--- src/rtl/atm_ctrl_param.sv ---
`default_nettype none
// +----------------------------------------------------------------------------+
// | atm_ctrl_param : parametrised ATM session controller (card..PIN..dispense)  |
// | Optional feature macro: DAILY_LIMIT_EN (cumulative withdrawal limit)       |
// | Revision: 1.0                                                              |
// +----------------------------------------------------------------------------+
module atm_ctrl_param #(
  parameter int               PIN_W       = 16,
  parameter logic [PIN_W-1:0] PIN_REF     = 'h1234,
  parameter int               AMT_W       = 16,
  parameter int               NUM_ACCT    = 2,
  parameter int               INIT_BAL    = 1000,
  parameter int               MAX_TRIES   = 3,
  parameter int               TIMEOUT_CYC = 255,
  parameter int               DAY_LIMIT   = 500,
  localparam int              ACCT_W      = (NUM_ACCT > 1) ? $clog2(NUM_ACCT) : 1,
  localparam int              CNT_W       = $clog2(MAX_TRIES + 1)
) (
  input  logic              clk,
  input  logic              reset,
  input  logic              card_insert,
  input  logic              card_removed,
  input  logic              language,
  input  logic              lang_valid,
  input  logic [ACCT_W-1:0] type_of_account,
  input  logic              acct_valid,
  input  logic [PIN_W-1:0]  enter_pin,
  input  logic              pin_valid,
  input  logic [AMT_W-1:0]  enter_amount,
  input  logic              amt_valid,
  input  logic              cancel,
  input  logic              dispense_ack,
  input  logic              day_clr,
  output logic [3:0]        state,
  output logic [CNT_W-1:0]  count,
  output logic              lang_q,
  output logic              dispense_req,
  output logic [AMT_W-1:0]  dispense_amt,
  output logic              card_eject,
  output logic              card_retain,
  output logic              out,
  output logic [2:0]        err_code,
  output logic [AMT_W-1:0]  balance
);

  localparam int               TMR_W      = $clog2(TIMEOUT_CYC + 1);
  localparam logic [TMR_W-1:0] c_TMR_LAST = TMR_W'(TIMEOUT_CYC - 1);
  localparam logic [CNT_W-1:0] c_TRY_LAST = CNT_W'(MAX_TRIES - 1);
  localparam logic [ACCT_W:0]  c_NACCT    = (ACCT_W + 1)'(NUM_ACCT);
  localparam logic [AMT_W-1:0] c_INIT_BAL = AMT_W'(INIT_BAL);

  typedef enum logic [3:0] {
    S_IDLE     = 4'd0,
    S_LANG     = 4'd1,
    S_ACCT     = 4'd2,
    S_PIN      = 4'd3,
    S_AMOUNT   = 4'd4,
    S_CHECK    = 4'd5,
    S_DISPENSE = 4'd6,
    S_EJECT    = 4'd7,
    S_RETAIN   = 4'd8
  } state_t;

  state_t             state_q, state_d;
  logic [CNT_W-1:0]   count_q, count_d;
  logic               lang_sel_q, lang_sel_d;
  logic [ACCT_W-1:0]  acct_q, acct_d;
  logic [AMT_W-1:0]   amt_q, amt_d;
  logic [2:0]         err_q, err_d;
  logic [TMR_W-1:0]   tmr_q, tmr_d;
  logic [AMT_W-1:0]   bal_q [NUM_ACCT];
  logic [AMT_W-1:0]   bal_d [NUM_ACCT];
  logic               disp_req_q, eject_q, retain_q, out_q;
  logic [AMT_W-1:0]   disp_amt_q, balance_q;
  logic               dispensed;
  logic               active;
  logic               strobe;
  logic               timeout;

`ifdef DAILY_LIMIT_EN
  localparam logic [AMT_W:0] c_DAY_LIM = (AMT_W + 1)'(DAY_LIMIT);
  logic [AMT_W-1:0] daily_q, daily_d;
  logic [AMT_W:0]   day_sum;

  assign day_sum = {1'b0, daily_q} + {1'b0, amt_q};

  always_comb begin
    daily_d = daily_q;
    if (dispensed) daily_d = daily_q + amt_q;
    if (day_clr)   daily_d = '0;
  end

  always_ff @(posedge clk) begin
    if (reset) daily_q <= '0;
    else       daily_q <= daily_d;
  end
`else
  logic unused_day_clr;
  assign unused_day_clr = day_clr;
`endif

  assign active  = (state_q == S_LANG) || (state_q == S_ACCT) ||
                   (state_q == S_PIN)  || (state_q == S_AMOUNT);
  assign strobe  = lang_valid | acct_valid | pin_valid | amt_valid;
  assign timeout = active && !strobe && (tmr_q == c_TMR_LAST);

  always_comb begin
    state_d    = state_q;
    count_d    = count_q;
    lang_sel_d = lang_sel_q;
    acct_d     = acct_q;
    amt_d      = amt_q;
    err_d      = err_q;
    bal_d      = bal_q;
    dispensed  = 1'b0;
    // cancel outranks both the timeout and any strobe arriving the same cycle
    if (active && cancel) begin
      state_d = S_EJECT;
      err_d   = 3'd1;
    end else if (timeout) begin
      state_d = S_EJECT;
      err_d   = 3'd2;
    end else begin
      case (state_q)
        S_IDLE: if (card_insert) begin
          state_d = S_LANG;
          count_d = '0;
          err_d   = 3'd0;
        end
        S_LANG: if (lang_valid) begin
          lang_sel_d = language;
          state_d    = S_ACCT;
        end
        S_ACCT: if (acct_valid && ({1'b0, type_of_account} < c_NACCT)) begin
          acct_d  = type_of_account;
          state_d = S_PIN;
        end
        S_PIN: if (pin_valid) begin
          if (enter_pin == PIN_REF) begin
            state_d = S_AMOUNT;
          end else if (count_q == c_TRY_LAST) begin
            count_d = CNT_W'(MAX_TRIES);
            state_d = S_RETAIN;
            err_d   = 3'd5;
          end else begin
            count_d = count_q + CNT_W'(1);
          end
        end
        S_AMOUNT: if (amt_valid) begin
          amt_d   = enter_amount;
          state_d = S_CHECK;
        end
        S_CHECK: begin
          if (amt_q == '0) begin
            state_d = S_EJECT;
            err_d   = 3'd4;
          end else if (amt_q > bal_q[acct_q]) begin
            state_d = S_EJECT;
            err_d   = 3'd3;
          end
`ifdef DAILY_LIMIT_EN
          else if (day_sum > c_DAY_LIM) begin
            state_d = S_EJECT;
            err_d   = 3'd6;
          end
`endif
          else begin
            state_d = S_DISPENSE;
          end
        end
        S_DISPENSE: if (dispense_ack) begin
          bal_d[acct_q] = bal_q[acct_q] - amt_q;
          dispensed     = 1'b1;
          state_d       = S_EJECT;
          err_d         = 3'd0;
        end
        S_EJECT:  if (card_removed) state_d = S_IDLE;
        S_RETAIN: state_d = S_IDLE;
        default:  state_d = S_IDLE;
      endcase
    end
  end

  // idle timer restarts on every strobe and on every state change
  always_comb begin
    tmr_d = tmr_q + TMR_W'(1);
    if (!active || strobe || (state_d != state_q)) tmr_d = '0;
  end

  always_ff @(posedge clk) begin
    if (reset) begin
      state_q    <= S_IDLE;
      count_q    <= '0;
      lang_sel_q <= 1'b0;
      acct_q     <= '0;
      amt_q      <= '0;
      err_q      <= 3'd0;
      tmr_q      <= '0;
      for (int i = 0; i < NUM_ACCT; i++) bal_q[i] <= c_INIT_BAL;
      disp_req_q <= 1'b0;
      disp_amt_q <= '0;
      eject_q    <= 1'b0;
      retain_q   <= 1'b0;
      out_q      <= 1'b0;
      balance_q  <= c_INIT_BAL;
    end else begin
      state_q    <= state_d;
      count_q    <= count_d;
      lang_sel_q <= lang_sel_d;
      acct_q     <= acct_d;
      amt_q      <= amt_d;
      err_q      <= err_d;
      tmr_q      <= tmr_d;
      bal_q      <= bal_d;
      disp_req_q <= (state_d == S_DISPENSE);
      disp_amt_q <= (state_d == S_DISPENSE) ? amt_d : '0;
      eject_q    <= (state_d == S_EJECT);
      retain_q   <= (state_d == S_RETAIN);
      out_q      <= dispensed;
      balance_q  <= bal_d[acct_d];
    end
  end

  assign state        = state_q;
  assign count        = count_q;
  assign lang_q       = lang_sel_q;
  assign dispense_req = disp_req_q;
  assign dispense_amt = disp_amt_q;
  assign card_eject   = eject_q;
  assign card_retain  = retain_q;
  assign out          = out_q;
  assign err_code     = err_q;
  assign balance      = balance_q;

endmodule
`default_nettype wire

--- config.mk ---
export PLATFORM = sky130hd
export DESIGN_NAME = atm_ctrl_param
export DESIGN_NICKNAME = d
export VERILOG_FILES = /design/src/rtl/atm_ctrl_param.sv
export SDC_FILE = /design/constraint.sdc
export NUM_CORES = 1
export LEC_CHECK = 0
export ABC_AREA = 1
export BUFFER_PORTS_ARGS = -buffer_cell sky130_fd_sc_hd__buf_4
export CAP_MARGIN = 20
export CORE_ASPECT_RATIO = 1.5
export CORE_MARGIN = 10
export CORE_UTILIZATION = 35
export CTS_BUF_LIST = sky130_fd_sc_hd__clkbuf_8
export CTS_CLUSTER_DIAMETER = 60
export CTS_CLUSTER_SIZE = 30
export DETAILED_ROUTE_END_ITERATION = 8
export GPL_TIMING_DRIVEN = 0
export PLACE_DENSITY = 0.63
export SYNTH_ARGS = -nofsm -noshare
export SYNTH_HDL_FRONTEND = slang
export SYNTH_SLANG_ARGS = --single-unit
--- constraint.sdc ---
create_clock -name clk -period 3.58 [get_ports clk]
set_clock_uncertainty 0.2 [all_clocks]
set_input_delay 0.716 -clock clk [delete_from_list [all_inputs] [get_ports clk]]
set_output_delay 0.716 -clock clk [all_outputs]
set_load 0.05 [all_outputs]
## After elaboration in Yosys (flattened, before gate mapping)

Cells that the tools add are included.

| word-level totals | value |
|---|---|
| register bits after elaboration | 103 |
| input port bits | 45 |
| output and inout bits | 46 |
| logic and storage cells | 143 |

| operators by class | value |
|---|---|
| add/subtract/negate cells | 3 |
| $lt $le $gt $ge | 4 |
| equality and inequality tests | 32 |
| multiplexer cells | 51 |
| bitwise operators | 9 |
| reduce and logical (&&, ||, !) cells | 27 |

Operators by type and width:

| kind | count |
|---|---|
| $mux W16 | 11 |
| $mux W32 | 4 |
| $mux W4 | 11 |
| $bwmux W32 | 1 |
| $pmux W4 S8 | 1 |
| $eq A4 B3 Y1 const B | 6 |
| $mux W3 | 7 |
| $reduce_and A7 Y1 | 3 |
| $demux W16 S1 | 1 |
| $eq A16 B13 Y1 const B | 1 |
| $gt A16 B16 Y1 | 1 |
| $logic_not A16 Y1 | 1 |
| $ne A4 B4 Y1 const B | 4 |
| $sub A16 B16 Y16 | 1 |
| $ne A3 B3 Y1 const B | 5 |
| $pmux W3 S4 | 1 |
| $mux W2 | 5 |
| $add A8 B1 Y8 const B | 1 |
| $eq A4 B2 Y1 const B | 2 |
| $eq A8 B8 Y1 const B | 1 |
| $mux W1 | 8 |
| $ne A2 B2 Y1 const B | 4 |
| $reduce_and A6 Y1 | 1 |
| $reduce_bool A6 Y1 | 1 |
| other kinds (27) | 44 |

## Depth between registers and ports, before layout

| logic depth | value |
|---|---|
| depth in word-level cells | 13 |
| mapped depth | 19 |
| depth with buffers taken out | 18 |

## Worst setup path before layout

No wires, ideal clock.

| timing | value |
|---|---|
| path type | flip-flop to flip-flop |
| start point | register acct_q |
| end point | register disp_amt_q[10], in the netlist dispense_amt[10] |
| setup time | 0.059 ns |
| data arrival time | 2.474 ns |
| path slack | 0.847 ns |
| stages on the path, launching flop included | 20 |
| buffers on the path | 3 |
| clock period less this slack | 2.733 ns |
| cells stage by stage | dfxtp_1 -> clkbuf_1 -> clkbuf_1 -> nand2_1 -> o21ai_0 -> ha_1 -> fa_1 -> inv_1 -> nand3_1 -> nand2_1 -> nand2_1 -> nand2_1 -> nand2_1 -> nand2_1 -> nand2_1 -> nand2_1 -> nand3_1 -> nor2_4 -> buf_6 -> and2_1 |

| on the way | value |
|---|---|
| longest elaborated chain between the ends | 13 |

RTL lines:

| what | RTL line | source |
|---|---|---|
| start: declaration | 67 | `logic [ACCT_W-1:0] acct_q, acct_d;` |
| start signal: assignment | 210 | `acct_q <= acct_d;` |
| $not A1 Y2 (not written as such) | 157 | `end else if (amt_q > bal_q[acct_q]) begin` |
| $mux W16 (not written as such) (3 in series) | 157 |  |
| $gt A16 B16 Y1 | 157 |  |
| $mux W1 | 157 |  |
| $mux W1 | 154 | `if (amt_q == '0) begin` |
| $pmux W4 S8 | 124 | `case (state_q)` |
| $mux W4 | 120 | `end else if (timeout) begin` |
| $mux W4 | 117 | `if (active && cancel) begin` |
| $eq A4 B3 Y1 | 216 | `disp_amt_q <= (state_d == S_DISPENSE) ? amt_d : '0;` |
| $not A1 Y1 (no line) | n/a |  |
| $reduce_or A2 Y1 (no line) | n/a |  |
| end signal: assignment | 216 |  |
| end: declaration | 74 | `logic [AMT_W-1:0] disp_amt_q, balance_q;` |

Every way passes these cells. The select of a mux whose other input is x is not followed.
A chain may end at the register's enable or synchronous reset.

## Worst setup path after layout

| timing | value |
|---|---|
| start point | register acct_q |
| end point | register disp_amt_q[12], in the netlist dispense_amt[12] |

Same word-level chain as after synthesis.

==> impl_results.html <==
<table>
<tr><th>Metric</th><th>Value</th></tr>
<tr><th colspan="2">Global routing</th></tr>
<tr><td>First-pass GRT wire length</td><td>25.2 mm</td></tr>
<tr><td>Pin count of the biggest net entering global routing</td><td>18</td></tr>
<tr><td>Residual overflow from global routing</td><td>0</td></tr>
<tr><td>All-layer global routing usage</td><td>0.152</td></tr>
<tr><td>Number of antenna violations at the first check in global routing</td><td>0</td></tr>
<tr><td>Via count of the first global-routing pass</td><td>5077</td></tr>
<tr><th colspan="2">Synth</th></tr>
<tr><td>Synth warnings</td><td>0</td></tr>
<tr><td>Proportion of synthesized area in mux cells</td><td>0</td></tr>
<tr><td>Count of cell types in the netlist</td><td>39</td></tr>
<tr><td>Average footprint of a synthesized cell</td><td>6.72 sq um</td></tr>
<tr><td>Fraction of the mapped netlist area in simple logic gates</td><td>0.371</td></tr>
<tr><td>Number of flip-flops and latches in the synthesized netlist</td><td>103</td></tr>
<tr><td>Post-synthesis compound-gate area fraction</td><td>0.0801</td></tr>
<tr><td>Area share of fa/ha/maj cells after synthesis</td><td>0.0477</td></tr>
<tr><td>Cells after Synth</td><td>804</td></tr>
<tr><td>Parity-gate share of the synthesized area counting xor and xnor cells</td><td>0.0194</td></tr>
<tr><td>Sequential area share after synthesis</td><td>0.382</td></tr>
<tr><td>Largest family of logic cells by synthesized area</td><td>simple AND/OR/NAND/NOR gates</td></tr>
<tr><td>Area of the mapped netlist</td><td>5400 sq um</td></tr>
<tr><td>Synth Net Count</td><td>869</td></tr>
<tr><th colspan="2">STA</th></tr>
<tr><td>Setup repair after global routing missed its margin</td><td>false</td></tr>
<tr><td>Setup violations, final</td><td>0</td></tr>
<tr><td>Count of final hold-check violations</td><td>0</td></tr>
<tr><td>Number of max-slew violations in the final report</td><td>0</td></tr>
<tr><td>Slew at the pin closest to its max-slew limit</td><td>0.680 ns</td></tr>
<tr><td>Total negative slack for setup checks</td><td>0 ns</td></tr>
<tr><td>Period utilisation layout</td><td>0.890</td></tr>
<tr><td>Maximum clock rate</td><td>0.314 GHz</td></tr>
<tr><td>Relative slew slack</td><td>0.547</td></tr>
<tr><td>Final worst path period need</td><td>3.19 ns</td></tr>
<tr><th colspan="2">Setup path</th></tr>
<tr><td>Highest fanout seen on the critical path</td><td>10</td></tr>
<tr><td>Register-to-Register Path Depth</td><td>18</td></tr>
<tr><td>Required @ worst endpoint</td><td>3.72 ns</td></tr>
<tr><td>Data arrival, critical path</td><td>3.32 ns</td></tr>
<tr><td>Worst reg2reg path endpoint</td><td>dispense_amt[12]</td></tr>
<tr><td>Type of origin of the critical path</td><td>flip-flop</td></tr>
<tr><td>Worst R2R Start</td><td>acct_q</td></tr>
<tr><td>Type of element capturing the critical path</td><td>flip-flop</td></tr>
<tr><td>Setup slack, reg-to-reg</td><td>0.39 ns</td></tr>
<tr><td>Category of the critical setup timing path</td><td>reg -&gt; reg</td></tr>
<tr><th colspan="2">CTS</th></tr>
<tr><td>Setup repair bufs after CTS</td><td>0</td></tr>
<tr><td>Number of buffers on the longest clock path</td><td>2</td></tr>
<tr><td>Clock buffer count from CTS</td><td>9</td></tr>
<tr><td>CTS Root Cell</td><td>sky130_fd_sc_hd__clkbuf_8</td></tr>
<tr><td>H-tree lvl count</td><td>3</td></tr>
<tr><td>Clock transition at the registers of the reported paths</td><td>0.10 ns</td></tr>
<tr><td>Worst-skew pair later-pin latency</td><td>0.39 ns</td></tr>
<tr><td>TritonCTS clock tree</td><td>done</td></tr>
<tr><td>Clock sink total</td><td>103</td></tr>
<tr><th colspan="2">Cells and area</th></tr>
<tr><td>Area overhead of the layout relative to synthesis</td><td>19.9%</td></tr>
<tr><td>Final core utilization</td><td>0.428</td></tr>
<tr><td>Commonest non-fill, non-tap cell in the layout</td><td>sky130_fd_sc_hd__nand2_1</td></tr>
<tr><td>Antenna cells</td><td>0</td></tr>
<tr><td>Final instance count without filler cells</td><td>1105</td></tr>
<tr><td>Number of nets in the layout</td><td>966</td></tr>
<tr><td>Commonest non-fill, non-tap cells in the layout</td><td>sky130_fd_sc_hd__nand2_1, sky130_fd_sc_hd__inv_1, sky130_fd_sc_hd__dfxtp_1</td></tr>
<tr><td>Ratio of cells with drive above 1 in the final layout</td><td>0.159</td></tr>
<tr><th colspan="2">Route</th></tr>
<tr><td>Total via count after detailed routing</td><td>5254</td></tr>
<tr><td>Number of DRC markers in iteration 0</td><td>368</td></tr>
<tr><td>Post-detailed-route via-to-cell ratio</td><td>4.75</td></tr>
<tr><td>Final wirelength</td><td>15.8 mm</td></tr>
<tr><td>Remaining DRCs</td><td>0</td></tr>
<tr><td>Remaining antenna violation count</td><td>0</td></tr>
<tr><td>Wirelength per Cell</td><td>14.3 um</td></tr>
<tr><td>1st-pass router iterations</td><td>5</td></tr>
<tr><th colspan="2">Hold path</th></tr>
<tr><td>Beginning of the worst hold path</td><td>lang_q</td></tr>
<tr><td>Hold Path Depth</td><td>2</td></tr>
<tr><td>Class of the worst hold path</td><td>reg -&gt; reg</td></tr>
<tr><td>Hold Path Sink</td><td>lang_q</td></tr>
<tr><th colspan="2">Placed design</th></tr>
<tr><td>Post-placement cell count</td><td>1091</td></tr>
<tr><td>Number of port buffers</td><td>88</td></tr>
<tr><td>Dpl hpwl</td><td>12.4 mm</td></tr>
<tr><td>Routability congestion estimate</td><td>0.933</td></tr>
<tr><th colspan="2">Floorplan</th></tr>
<tr><td>Height of the chip</td><td>172 um</td></tr>
<tr><td>Area of the die</td><td>20900 sq um</td></tr>
<tr><td>Number of placed I/O pins</td><td>91</td></tr>
<tr><td>Standard-cell row count</td><td>55</td></tr>
<tr><td>Core ar.</td><td>15100 sq um</td></tr>
<tr><td>Die Span X</td><td>121 um</td></tr>
<tr><td>Starting density of the core</td><td>0.357</td></tr>
<tr><th colspan="2">Power and ir drop</th></tr>
<tr><td>P per Cell Area</td><td>573 nW/um^2</td></tr>
<tr><td>Leak pwr</td><td>3.19 nW</td></tr>
<tr><td>VDD IR-drop max</td><td>0.308 mV</td></tr>
<tr><td>Total power consumption of the routed design</td><td>3.71 mW</td></tr>
<tr><th colspan="2">Flow run</th></tr>
<tr><td>Max capacitance violation total</td><td>0</td></tr>
<tr><th colspan="2">Outcome</th></tr>
<tr><td>Result of the run</td><td>completed</td></tr>
</table>
kinds of logic after synthesis:
logic type	after synthesis
AND/OR/NAND/NOR	451
AO/OA/AOI/OAI	79
adder cells (fa/ha/maj)	20
flip-flops	103
buffers and inverters	139
XOR/XNOR	12
stage by stage:
step	instance area, sq um	hold WS (ns)	setup WS, ns
6_report	6480	0.272	0.392
5_1_grt	6480	0.286	0.0129
4_1_cts	6480	0.274	0.178
3_5_place_dp	6310	0.257	0.202
3_3_place_gp	6310	0.245	0.179
2_1_floorplan	5400	0.230	0.847
final cells by class:
| class | count | area, sq um |
|---|---|---|
| Clock buffer | 9 | 124 |
| Clock inverter | 7 | 47.5 |
| Inverter | 119 | 449 |
| Timing Repair Buffer | 88 | 661 |
| Tap cell | 199 | 249 |
| Fill cell | 1676 | 8660 |
| Buffer | 18 | 86.3 |
| Sequential cell | 103 | 2060 |
| Multi-Input combinational cell | 562 | 2800 |
metal layers:
| layer | track usage | share of wire |
|---|---|---|
| met2 | 0.289 | 0.54 |
| met3 | 0.0320 | 0.051 |
| met5 | 0 | 0 |
| met1 | 0.149 | 0.38 |
| met4 | 0.0827 | 0.037 |
report_power, final:
group | internal [mW] | leakage [nW] | switching (mW) | total (mW)
combinational | 0.552 | 2.27 | 1.18 | 1.73
sequential | 1.24 | 0.833 | 0.0576 | 1.30
clock | 0.254 | 0.0912 | 0.428 | 0.682
total | 2.05 | 3.19 | 1.66 | 3.71
how the worst max path moves through the flow:
stage	slack, ns	startpoint	depth (start not counted)	to
final	0.39	acct_q	18	dispense_amt[12]
after global placement	0.18	acct_q	16	dispense_amt[14]
after floorplan	0.85	acct_q	19	dispense_amt[10]
after CTS	0.18	acct_q	19	dispense_amt[12]
after detailed placement	0.20	acct_q	16	dispense_amt[12]
after global routing	0.01	acct_q	18	dispense_amt[15]
worst max-delay path, stage by stage (launching register included):
cell and delay, ns:
sky130_fd_sc_hd__dfxtp_1 0.43, sky130_fd_sc_hd__clkbuf_2 0.26, sky130_fd_sc_hd__nand2_1 0.10, sky130_fd_sc_hd__o21ai_0 0.09
sky130_fd_sc_hd__ha_1 0.25, sky130_fd_sc_hd__fa_1 0.43, sky130_fd_sc_hd__inv_1 0.07, sky130_fd_sc_hd__nand3_1 0.06
sky130_fd_sc_hd__nand2_1 0.14, sky130_fd_sc_hd__nand2_1 0.06, sky130_fd_sc_hd__nand2_1 0.14, sky130_fd_sc_hd__nand2_1 0.07
sky130_fd_sc_hd__nand2_1 0.11, sky130_fd_sc_hd__nand2_1 0.06, sky130_fd_sc_hd__nand2_1 0.05, sky130_fd_sc_hd__nand3_1 0.15
sky130_fd_sc_hd__nor2_4 0.20, sky130_fd_sc_hd__buf_6 0.15, sky130_fd_sc_hd__and2_1 0.12
synthesized netlist by cell type:
cell / count / area share
sky130_fd_sc_hd__nand2_1: 207 / 0.14
sky130_fd_sc_hd__nand3b_1: 2 / 0.0028
sky130_fd_sc_hd__nor2_4: 4 / 0.0083
sky130_fd_sc_hd__buf_4: 1 / 0.0014
sky130_fd_sc_hd__inv_2: 3 / 0.0021
sky130_fd_sc_hd__clkbuf_1: 13 / 0.0090
sky130_fd_sc_hd__inv_1: 115 / 0.080
sky130_fd_sc_hd__o22ai_1: 3 / 0.0035
sky130_fd_sc_hd__o211ai_1: 3 / 0.0042
sky130_fd_sc_hd__nor3_2: 2 / 0.0037
sky130_fd_sc_hd__nand2_4: 2 / 0.0042
sky130_fd_sc_hd__nand4_1: 12 / 0.014
sky130_fd_sc_hd__or2_2: 10 / 0.012
sky130_fd_sc_hd__xnor2_1: 8 / 0.013
sky130_fd_sc_hd__buf_2: 5 / 0.0046
sky130_fd_sc_hd__o21ai_1: 1 / 0.00093
sky130_fd_sc_hd__o21ai_4: 1 / 0.0030
sky130_fd_sc_hd__buf_6: 1 / 0.0021
sky130_fd_sc_hd__a21o_1: 1 / 0.0014
sky130_fd_sc_hd__a21oi_1: 30 / 0.028
sky130_fd_sc_hd__nand3_4: 1 / 0.0032
sky130_fd_sc_hd__nor2_2: 3 / 0.0035
sky130_fd_sc_hd__o21ai_0: 35 / 0.032
sky130_fd_sc_hd__fa_1: 1 / 0.0037
sky130_fd_sc_hd__o21bai_1: 2 / 0.0028
sky130_fd_sc_hd__ha_1: 19 / 0.044
sky130_fd_sc_hd__nand3_2: 2 / 0.0037
sky130_fd_sc_hd__nor3_1: 20 / 0.019
sky130_fd_sc_hd__a21boi_0: 1 / 0.0014
sky130_fd_sc_hd__inv_4: 1 / 0.0012
sky130_fd_sc_hd__nor4_1: 2 / 0.0023
sky130_fd_sc_hd__dfxtp_1: 103 / 0.38
sky130_fd_sc_hd__nor2_1: 101 / 0.070
sky130_fd_sc_hd__xor2_1: 4 / 0.0065
sky130_fd_sc_hd__o21ai_2: 1 / 0.0016
sky130_fd_sc_hd__and2_1: 16 / 0.019
sky130_fd_sc_hd__a31oi_1: 1 / 0.0012
sky130_fd_sc_hd__nand2_2: 3 / 0.0035
sky130_fd_sc_hd__nand3_1: 64 / 0.059
registers in the layout (all words and copies together) (netlist names), 2 cells and up:
| signal | flops |
|---|---|
| amt_q | 16 |
| state | 4 |
| balance | 16 |
| dispense_amt | 16 |
| err_code | 3 |
| count | 2 |
| tmr_q | 8 |
| bal_q | 32 |
what timing repair did:
action / CTS / global route
setup endpoints to repair: 0 / 18
gates resized for setup: 0 / 2
hold endpoints to repair: 0 / 0
hold buffers: 0 / 0
No activity file was read; power rests on OpenSTA's default activity.
